**config.mk**
```make
export PLATFORM = sky130hd
export DESIGN_NAME = sys_bridge
export DESIGN_NICKNAME = d
export VERILOG_FILES = /design/src/rtl/sys_bridge_pkg.sv /design/src/rtl/sys_bridge_irq.sv /design/src/rtl/sys_bridge.sv
export SDC_FILE = /design/constraint.sdc
export NUM_CORES = 1
export LEC_CHECK = 0
export CORE_MARGIN = 4
export CORE_UTILIZATION = 40
export CTS_CLUSTER_SIZE = 24
export DETAILED_ROUTE_END_ITERATION = 7
export GPL_TIMING_DRIVEN = 0
export PLACE_DENSITY_LB_ADDON = 0.3
export SLEW_MARGIN = 5
export SYNTH_ARGS = -nofsm -noshare
export SYNTH_HDL_FRONTEND = slang
export SYNTH_SLANG_ARGS = --single-unit
```
**constraint.sdc**
```tcl
create_clock -name clk -period 3.5 [get_ports clk]
set_input_delay 0.7 -clock clk [delete_from_list [all_inputs] [get_ports clk]]
set_output_delay 0.7 -clock clk [all_outputs]
set_load 0.005 [all_outputs]
```
**src/rtl/sys_bridge_pkg.sv**
```systemverilog
// Shared types and constants for the sys_bridge CPU-to-device bridge.
package sys_bridge_pkg;

  typedef enum logic [1:0] {
    ST_IDLE   = 2'd0,
    ST_ACCESS = 2'd1,
    ST_RESP   = 2'd2
  } state_t;

  localparam logic [31:0] DEF_BASE_ADDR = 32'h0000_7F00;
  localparam int unsigned DEF_DEV_SPAN  = 32'd16;

  // Byte offset of the IRQ register from BASE_ADDR: first window past the last slot.
  function automatic int unsigned irq_reg_offset(input int unsigned n_dev, input int unsigned span);
    return n_dev * span;
  endfunction

  localparam int unsigned DEF_IRQ_OFFSET = irq_reg_offset(32'd2, DEF_DEV_SPAN);

  function automatic int unsigned slot_width(input int unsigned n_dev);
    return (n_dev <= 32'd1) ? 32'd1 : $clog2(n_dev);
  endfunction

endpackage

```
**src/rtl/sys_bridge_irq.sv**
```systemverilog
// Interrupt collection for sys_bridge: sticky pending bits with write-1-to-clear
// when SYS_BRIDGE_IRQ_LATCH_EN is defined, otherwise a single delay stage.
module sys_bridge_irq
  import sys_bridge_pkg::*;
#(
  parameter int unsigned N_DEV = 2
) (
  input  logic             clk,
  input  logic             reset,
  input  logic [N_DEV-1:0] dev_irq,
  input  logic             clr_en,
  input  logic [N_DEV-1:0] clr_mask,
  output logic [N_DEV-1:0] irq_out
);

`ifdef SYS_BRIDGE_IRQ_LATCH_EN
  logic [N_DEV-1:0] clr_s;

  // Clear mask is only live during an accepted IRQ register write.
  always_comb begin
    clr_s = {N_DEV{1'b0}};
    if (clr_en) begin
      clr_s = clr_mask;
    end else begin
      clr_s = {N_DEV{1'b0}};
    end
  end

  // Pending register; a same-cycle set overrides the clear.
  always_ff @(posedge clk or negedge reset) begin
    if (!reset) begin
      irq_out <= {N_DEV{1'b0}};
    end else begin
      irq_out <= (irq_out & ~clr_s) | dev_irq;
    end
  end
`else
  logic unused_clr_s;
  assign unused_clr_s = ^{clr_en, clr_mask};

  // One register stage between device lines and the CPU.
  always_ff @(posedge clk or negedge reset) begin
    if (!reset) begin
      irq_out <= {N_DEV{1'b0}};
    end else begin
      irq_out <= dev_irq;
    end
  end
`endif

endmodule

```
**src/rtl/sys_bridge.sv**
```systemverilog
// sys_bridge: decodes CPU data accesses into N_DEV device windows with req/ack
// handshake and timeout. IRQ register decode depends on SYS_BRIDGE_IRQ_LATCH_EN.
module sys_bridge
  import sys_bridge_pkg::*;
#(
  parameter int unsigned N_DEV     = 2,
  parameter logic [31:0] BASE_ADDR = DEF_BASE_ADDR,
  parameter int unsigned DEV_SPAN  = DEF_DEV_SPAN,
  parameter int unsigned TIMEOUT   = 15
) (
  input  logic                        clk,
  input  logic                        reset,
  input  logic                        cpu_req,
  input  logic                        cpu_we,
  input  logic [31:0]                 cpu_addr,
  input  logic [31:0]                 cpu_wdata,
  input  logic [3:0]                  cpu_byteen,
  output logic [31:0]                 cpu_rdata,
  output logic                        cpu_ready,
  output logic                        cpu_err,
  output logic [N_DEV-1:0]            dev_sel,
  output logic                        dev_we,
  output logic [$clog2(DEV_SPAN)-1:0] dev_addr,
  output logic [31:0]                 dev_wdata,
  output logic [3:0]                  dev_byteen,
  input  logic [32*N_DEV-1:0]         dev_rdata,
  input  logic [N_DEV-1:0]            dev_ack,
  input  logic [N_DEV-1:0]            dev_irq,
  output logic [N_DEV-1:0]            irq_out
);

  localparam int unsigned AW = $clog2(DEV_SPAN);
  localparam int unsigned SW = slot_width(N_DEV);
  localparam int unsigned CW = $clog2(TIMEOUT + 1);
  localparam logic [CW-1:0] CNT_LAST = CW'(TIMEOUT - 1);
  localparam logic [CW-1:0] CNT_ONE  = CW'(1);

  state_t           state_r, state_next_s;
  logic [CW-1:0]    cnt_r;
  logic [SW-1:0]    slot_r;
  logic [31:0]      offset_s, slot_full_s, sel_rdata_s, irq_rd_s, resp_data_s;
  logic [SW-1:0]    slot_s;
  logic [N_DEV-1:0] sel_dec_s;
  logic             hit_s, irq_hit_s, misalign_s, ack_sel_s;
  logic             accept_s, resp_err_s, irq_clr_en_s;

  // Unsigned subtraction makes addresses below BASE_ADDR land on a huge slot index.
  assign offset_s    = cpu_addr - BASE_ADDR;
  assign slot_full_s = offset_s >> AW;
  assign slot_s      = slot_full_s[SW-1:0];
  assign hit_s       = (slot_full_s < 32'(N_DEV));
  assign misalign_s  = (cpu_byteen == 4'b1111) && (cpu_addr[1:0] != 2'b00);
  assign sel_rdata_s = dev_rdata[{slot_r, 5'b00000} +: 32];
  assign ack_sel_s   = dev_ack[slot_r];
  assign irq_rd_s    = {{(32-N_DEV){1'b0}}, irq_out};

`ifdef SYS_BRIDGE_IRQ_LATCH_EN
  localparam logic [31:0] IRQ_OFF = 32'(irq_reg_offset(N_DEV, DEV_SPAN));
  assign irq_hit_s = (offset_s[31:2] == IRQ_OFF[31:2]);
`else
  assign irq_hit_s = 1'b0;
`endif

  // One-hot slot decode of the incoming address.
  always_comb begin
    sel_dec_s = {N_DEV{1'b0}};
    for (int i = 0; i < N_DEV; i++) begin
      sel_dec_s[i] = (slot_full_s == 32'(i));
    end
  end

  // Next-state and response selection.
  always_comb begin
    state_next_s = state_r;
    resp_err_s   = 1'b0;
    resp_data_s  = 32'h0000_0000;
    accept_s     = 1'b0;
    irq_clr_en_s = 1'b0;
    case (state_r)
      ST_IDLE: begin
        if (cpu_req) begin
          if (misalign_s) begin
            state_next_s = ST_RESP;
            resp_err_s   = 1'b1;
          end else if (hit_s) begin
            state_next_s = ST_ACCESS;
            accept_s     = 1'b1;
          end else if (irq_hit_s) begin
            state_next_s = ST_RESP;
            if (cpu_we) begin
              irq_clr_en_s = 1'b1;
            end else begin
              resp_data_s = irq_rd_s;
            end
          end else begin
            state_next_s = ST_RESP;
            resp_err_s   = 1'b1;
          end
        end else begin
          state_next_s = ST_IDLE;
        end
      end
      ST_ACCESS: begin
        if (ack_sel_s) begin
          state_next_s = ST_RESP;
          resp_data_s  = sel_rdata_s;
        end else if (cnt_r == CNT_LAST) begin
          state_next_s = ST_RESP;
          resp_err_s   = 1'b1;
        end else begin
          state_next_s = ST_ACCESS;
        end
      end
      ST_RESP: state_next_s = ST_IDLE;
      default: state_next_s = ST_IDLE;
    endcase
  end

  // State register and wait counter; counter is held at zero outside ACCESS.
  always_ff @(posedge clk or negedge reset) begin
    if (!reset) begin
      state_r <= ST_IDLE;
      cnt_r   <= {CW{1'b0}};
    end else begin
      state_r <= state_next_s;
      if ((state_r == ST_ACCESS) && (state_next_s == ST_ACCESS)) begin
        cnt_r <= cnt_r + CNT_ONE;
      end else begin
        cnt_r <= {CW{1'b0}};
      end
    end
  end

  // Registered CPU response and device-side request copy.
  always_ff @(posedge clk or negedge reset) begin
    if (!reset) begin
      cpu_ready  <= 1'b0;
      cpu_err    <= 1'b0;
      cpu_rdata  <= 32'h0000_0000;
      dev_sel    <= {N_DEV{1'b0}};
      dev_we     <= 1'b0;
      dev_addr   <= {AW{1'b0}};
      dev_wdata  <= 32'h0000_0000;
      dev_byteen <= 4'b0000;
      slot_r     <= {SW{1'b0}};
    end else begin
      cpu_ready <= (state_next_s == ST_RESP);
      cpu_err   <= resp_err_s;
      cpu_rdata <= resp_data_s;
      if (accept_s) begin
        dev_sel    <= sel_dec_s;
        dev_we     <= cpu_we;
        dev_addr   <= offset_s[AW-1:0];
        dev_wdata  <= cpu_wdata;
        dev_byteen <= cpu_byteen;
        slot_r     <= slot_s;
      end else if (state_next_s != ST_ACCESS) begin
        dev_sel <= {N_DEV{1'b0}};
      end else begin
        dev_sel <= dev_sel;
      end
    end
  end

  sys_bridge_irq #(.N_DEV(N_DEV)) u_irq (
    .clk      (clk),
    .reset    (reset),
    .dev_irq  (dev_irq),
    .clr_en   (irq_clr_en_s),
    .clr_mask (cpu_wdata[N_DEV-1:0]),
    .irq_out  (irq_out)
  );

endmodule

```
==> metrics.yaml <==
run_status:
  outcome: "complete, no violations"
final_layout:
  filler_cell_count: 656
  antenna-diode-count: 0
  layout.core_utilization: 0.700
  syn_to_final_growth_pct: 70.2
  nNetsFinal: 642
  layout-drive-gt1-share: 0.143
clocking:
  cts_max_level: 3
  insertion_delay_ps: 350
  tritoncts: "done"
  cts.repair_timing.setup_buffer_count: 0
  cts_num_sinks: 86
  cts_made_buffers: 9
  max_buffers_root_to_sink: 2
  post_cts_resized: 0
  clk_transition_reported_paths_ps: 90
  quantity_of_hold_fixing_buffers_added_after_cts: 0
  clock-root-buffer: "sky130_fd_sc_hd__clkbuf_8"
power_and_ir_drop:
  leakage_nw: 2.60
  clkPwrFrac: 0.346
  combPwrFrac: 0.116
  cellPowerDensity_nw_per_um2: 304
  switching_share: 0.228
  netSwitchingPower_mw: 0.422
  p_int_mw: 1.43
  power_frac_seq: 0.538
  power_mw: 1.85
  worst_ir_drop_vdd_v: 0.000188
global_route:
  antenna_found_initial: 0
  total_congestion_overflow: 0
  grt_start_max_net_pins: 46
  grt_first_pass_wirelength_microns: 14800
  via_count_of_the_first_global_routing_pass: 3002
  grt_use_total: 0.186
setup_path:
  worstSetupStartpointType: "primary input"
  path_class: "primary input to register"
  critical_path_peak_fanout: 10
  worst_ep_arrival_time_ps: 3170
  worst-endpoint-required_ps: 3740
  cp-end-kind: "register"
detailed_routing:
  detailroute.via_count: 2950
  route.detailed.vias_per_inst: 4.81
  wirelength_microns: 9980
  drt-initial-drc-count: 48
  drtAntennaViolNets: 0
  avgRoutedWirePerCell_microns: 16.3
  post-route-drc-count: 0
  drt_first_pass_iters: 4
synth:
  syn-num-nets: 412
  async_flop_share: 1.00
  ys.warnings.count: 0
  synth.ff_latch_count: 86
  synth_seq_area_share: 0.600
  synthFlopType: "sky130_fd_sc_hd__dfrtp_1"
  synth-edff-count: 0
  netlist-cell-type-count: 33
  average_size_of_a_mapped_cell_sq_um: 13.3
  post_synth_inst_count: 270
  synthesis.area_sq_um: 3590
run:
  max_cap_violations: 0
timing:
  timing_worst_slew_pin_value_ps: 705
  unrepaired_setup_endpoints_after_global_routing: "no"
  skew_ps: 10.1
  final_hold_viol_count: 0
  finalCritPeriodShare: 0.837
  final_period_minus_worst_setup_slack_ps: 2930
  timing.final.max_slew_violations: 0
  number_of_setup_violations_in_the_final_report: 0
  slew_headroom: 0.530
  max_frequency_mhz: 341
floorplan:
  initial_cell_density_of_the_core: 0.411
  die_area_sq_um: 10500
  die_width_microns: 103
  io_pins: 219
  floorplan.core_area_sq_um: 8720
  chipHeight_microns: 103
  std_cell_rows: 34
place:
  portBuffers: 218
  place.detailed.hpwl_microns: 8190
  gpl.final_weighted_congestion: 0.863
min_path:
  hold_path_class: "primary input to async pin"
## stage by stage
stage          std cells  hold WS (ps)  area (sq um)  TNS, ps  setup slack (ps)
2_1_floorplan        270           404          3590        0              1000
3_3_place_gp         596           469          5900  -105870             -1240
3_5_place_dp         597           490          5920        0               192
4_1_cts              613           346          6100        0               559
5_1_grt              613           353          6100        0               404
6_report             613           328          6100        0               571
## state kept, by name (all words and copies together), names as in the netlist
signal,count
dev_sel,2
dev_we,1
state_r,2
cpu_err,1
cpu_rdata,32
u_irq.irq_out,2
cnt_r,4
dev_addr,4
slot_r,1
dev_wdata,32
cpu_ready,1
dev_byteen,4
## power groups by stage
| stage | Sequential [mW] | Combinational, mW | Clock [mW] |
|---|---|---|---|
| final | 0.997 | 0.216 | 0.642 |
| after global routing | 0.998 | 0.232 | 0.708 |
| after CTS | 0.997 | 0.218 | 0.659 |
| after detailed placement | 1.02 | 0.218 | 0 |
| after global placement | 1.02 | 0.211 | 0 |
| after floorplan | 1.02 | 0.0256 | 0 |
## worst max-delay path: stages
cell and delay, ps:
sky130_fd_sc_hd__clkdlybuf4s50_1 460, sky130_fd_sc_hd__nand4_1 160, sky130_fd_sc_hd__or2_1 280, sky130_fd_sc_hd__nor4_1 310, sky130_fd_sc_hd__nand3_1 160, sky130_fd_sc_hd__a211oi_4 500, sky130_fd_sc_hd__buf_6 250, sky130_fd_sc_hd__mux2_2 350
## worst paths after layout
| kind | startpoint | end | slack (ps) | depth (start not counted) |
|---|---|---|---|---|
| worst max-delay path | cpu_addr[8] | dev_byteen[0] | 570 | 8 |
| worst min-delay path | reset | dev_wdata[24] | 330 | 1 |
| worst max register to register | slot_r | cpu_rdata[24] | 1410 | 6 |
| worst min register to register | cnt_r[0] | cnt_r[0] | 490 | 1 |
| max in group asynchronous | reset | dev_sel[1] | 2530 | 2 |
| min in group clk | cnt_r[0] | cnt_r[0] | 490 | 1 |
## cells in the final DEF (no fill, tap or decap), drive strengths merged, types with 2 or more instances in the layout
cell and count:
xor2 2, or4 2, a22o 2, o221ai 2, clkdlybuf4s50 217, and2b 2, inv 5, nand3b 2
o21ai 3, clkinvlp 3, nand2b 2, nand2 3, nor2 47, buf 6, ha 2, nand4 3
nor4 3, nor3 3, mux2i 32, or2 2, nand3 6, dfrtp 86, clkbuf 18, a211oi 2
mux2 43
## synth_stat cells (all sizes together) (2+ instances only)
master	count	area (sq um)
dfrtp	86	2150
nor2	47	176
mux2	43	510
mux2i	32	320
clkbuf	8	30.0
nand3	6	30.0
buf	4	45.0
inv	3	11.3
nand2	3	11.3
nand4	3	18.8
nor3	3	15.0
nor4	3	18.8
o21ai	3	15.0
a211oi	2	27.5
a22o	2	17.5
and2b	2	17.5
ha	2	25.0
nand2b	2	12.5
nand3b	2	15.0
o221ai	2	17.5
or2	2	12.5
or4	2	16.3
xor2	2	17.5
## area by class of cell
type	count	area [sq um]	area share
Timing Repair Buffer	219	2200	0.360
Sequential cell	86	2150	0.353
Multi-Input combinational cell	169	1350	0.221
Clock buffer	10	138	0.0226
Tap cell	108	135	0.0221
Buffer	12	75.1	0.0123
Clock inverter	6	45.0	0.00738
Inverter	3	11.3	0.00185
## cells by family (layout without fill, tap and decap cells)
| logic type | Yosys count | count (layout) | share of synthesized area |
|---|---|---|---|
| simple gates | 76 | 76 | 0.0977 |
| flops | 86 | 86 | 0.600 |
| compound gates | 13 | 13 | 0.0321 |
| buf+inv | 15 | 250 | 0.0241 |
| mux | 75 | 75 | 0.232 |
| fa+ha+maj | 2 | 2 | 0.00698 |
| xor+xnor | 3 | 3 | 0.00733 |
## per-layer routing
metal / wire length (microns) / global-route usage / up-vias
li1: - / - / 1402
met3: 1350 / 0.0853 / 10
met4: 144 / 0.0626 / 0
met5: 0 / 0 / -
met1: 3480 / 0.191 / 1386
met2: 5010 / 0.336 / 152
Note: power is estimated with default switching activity, not from simulation.
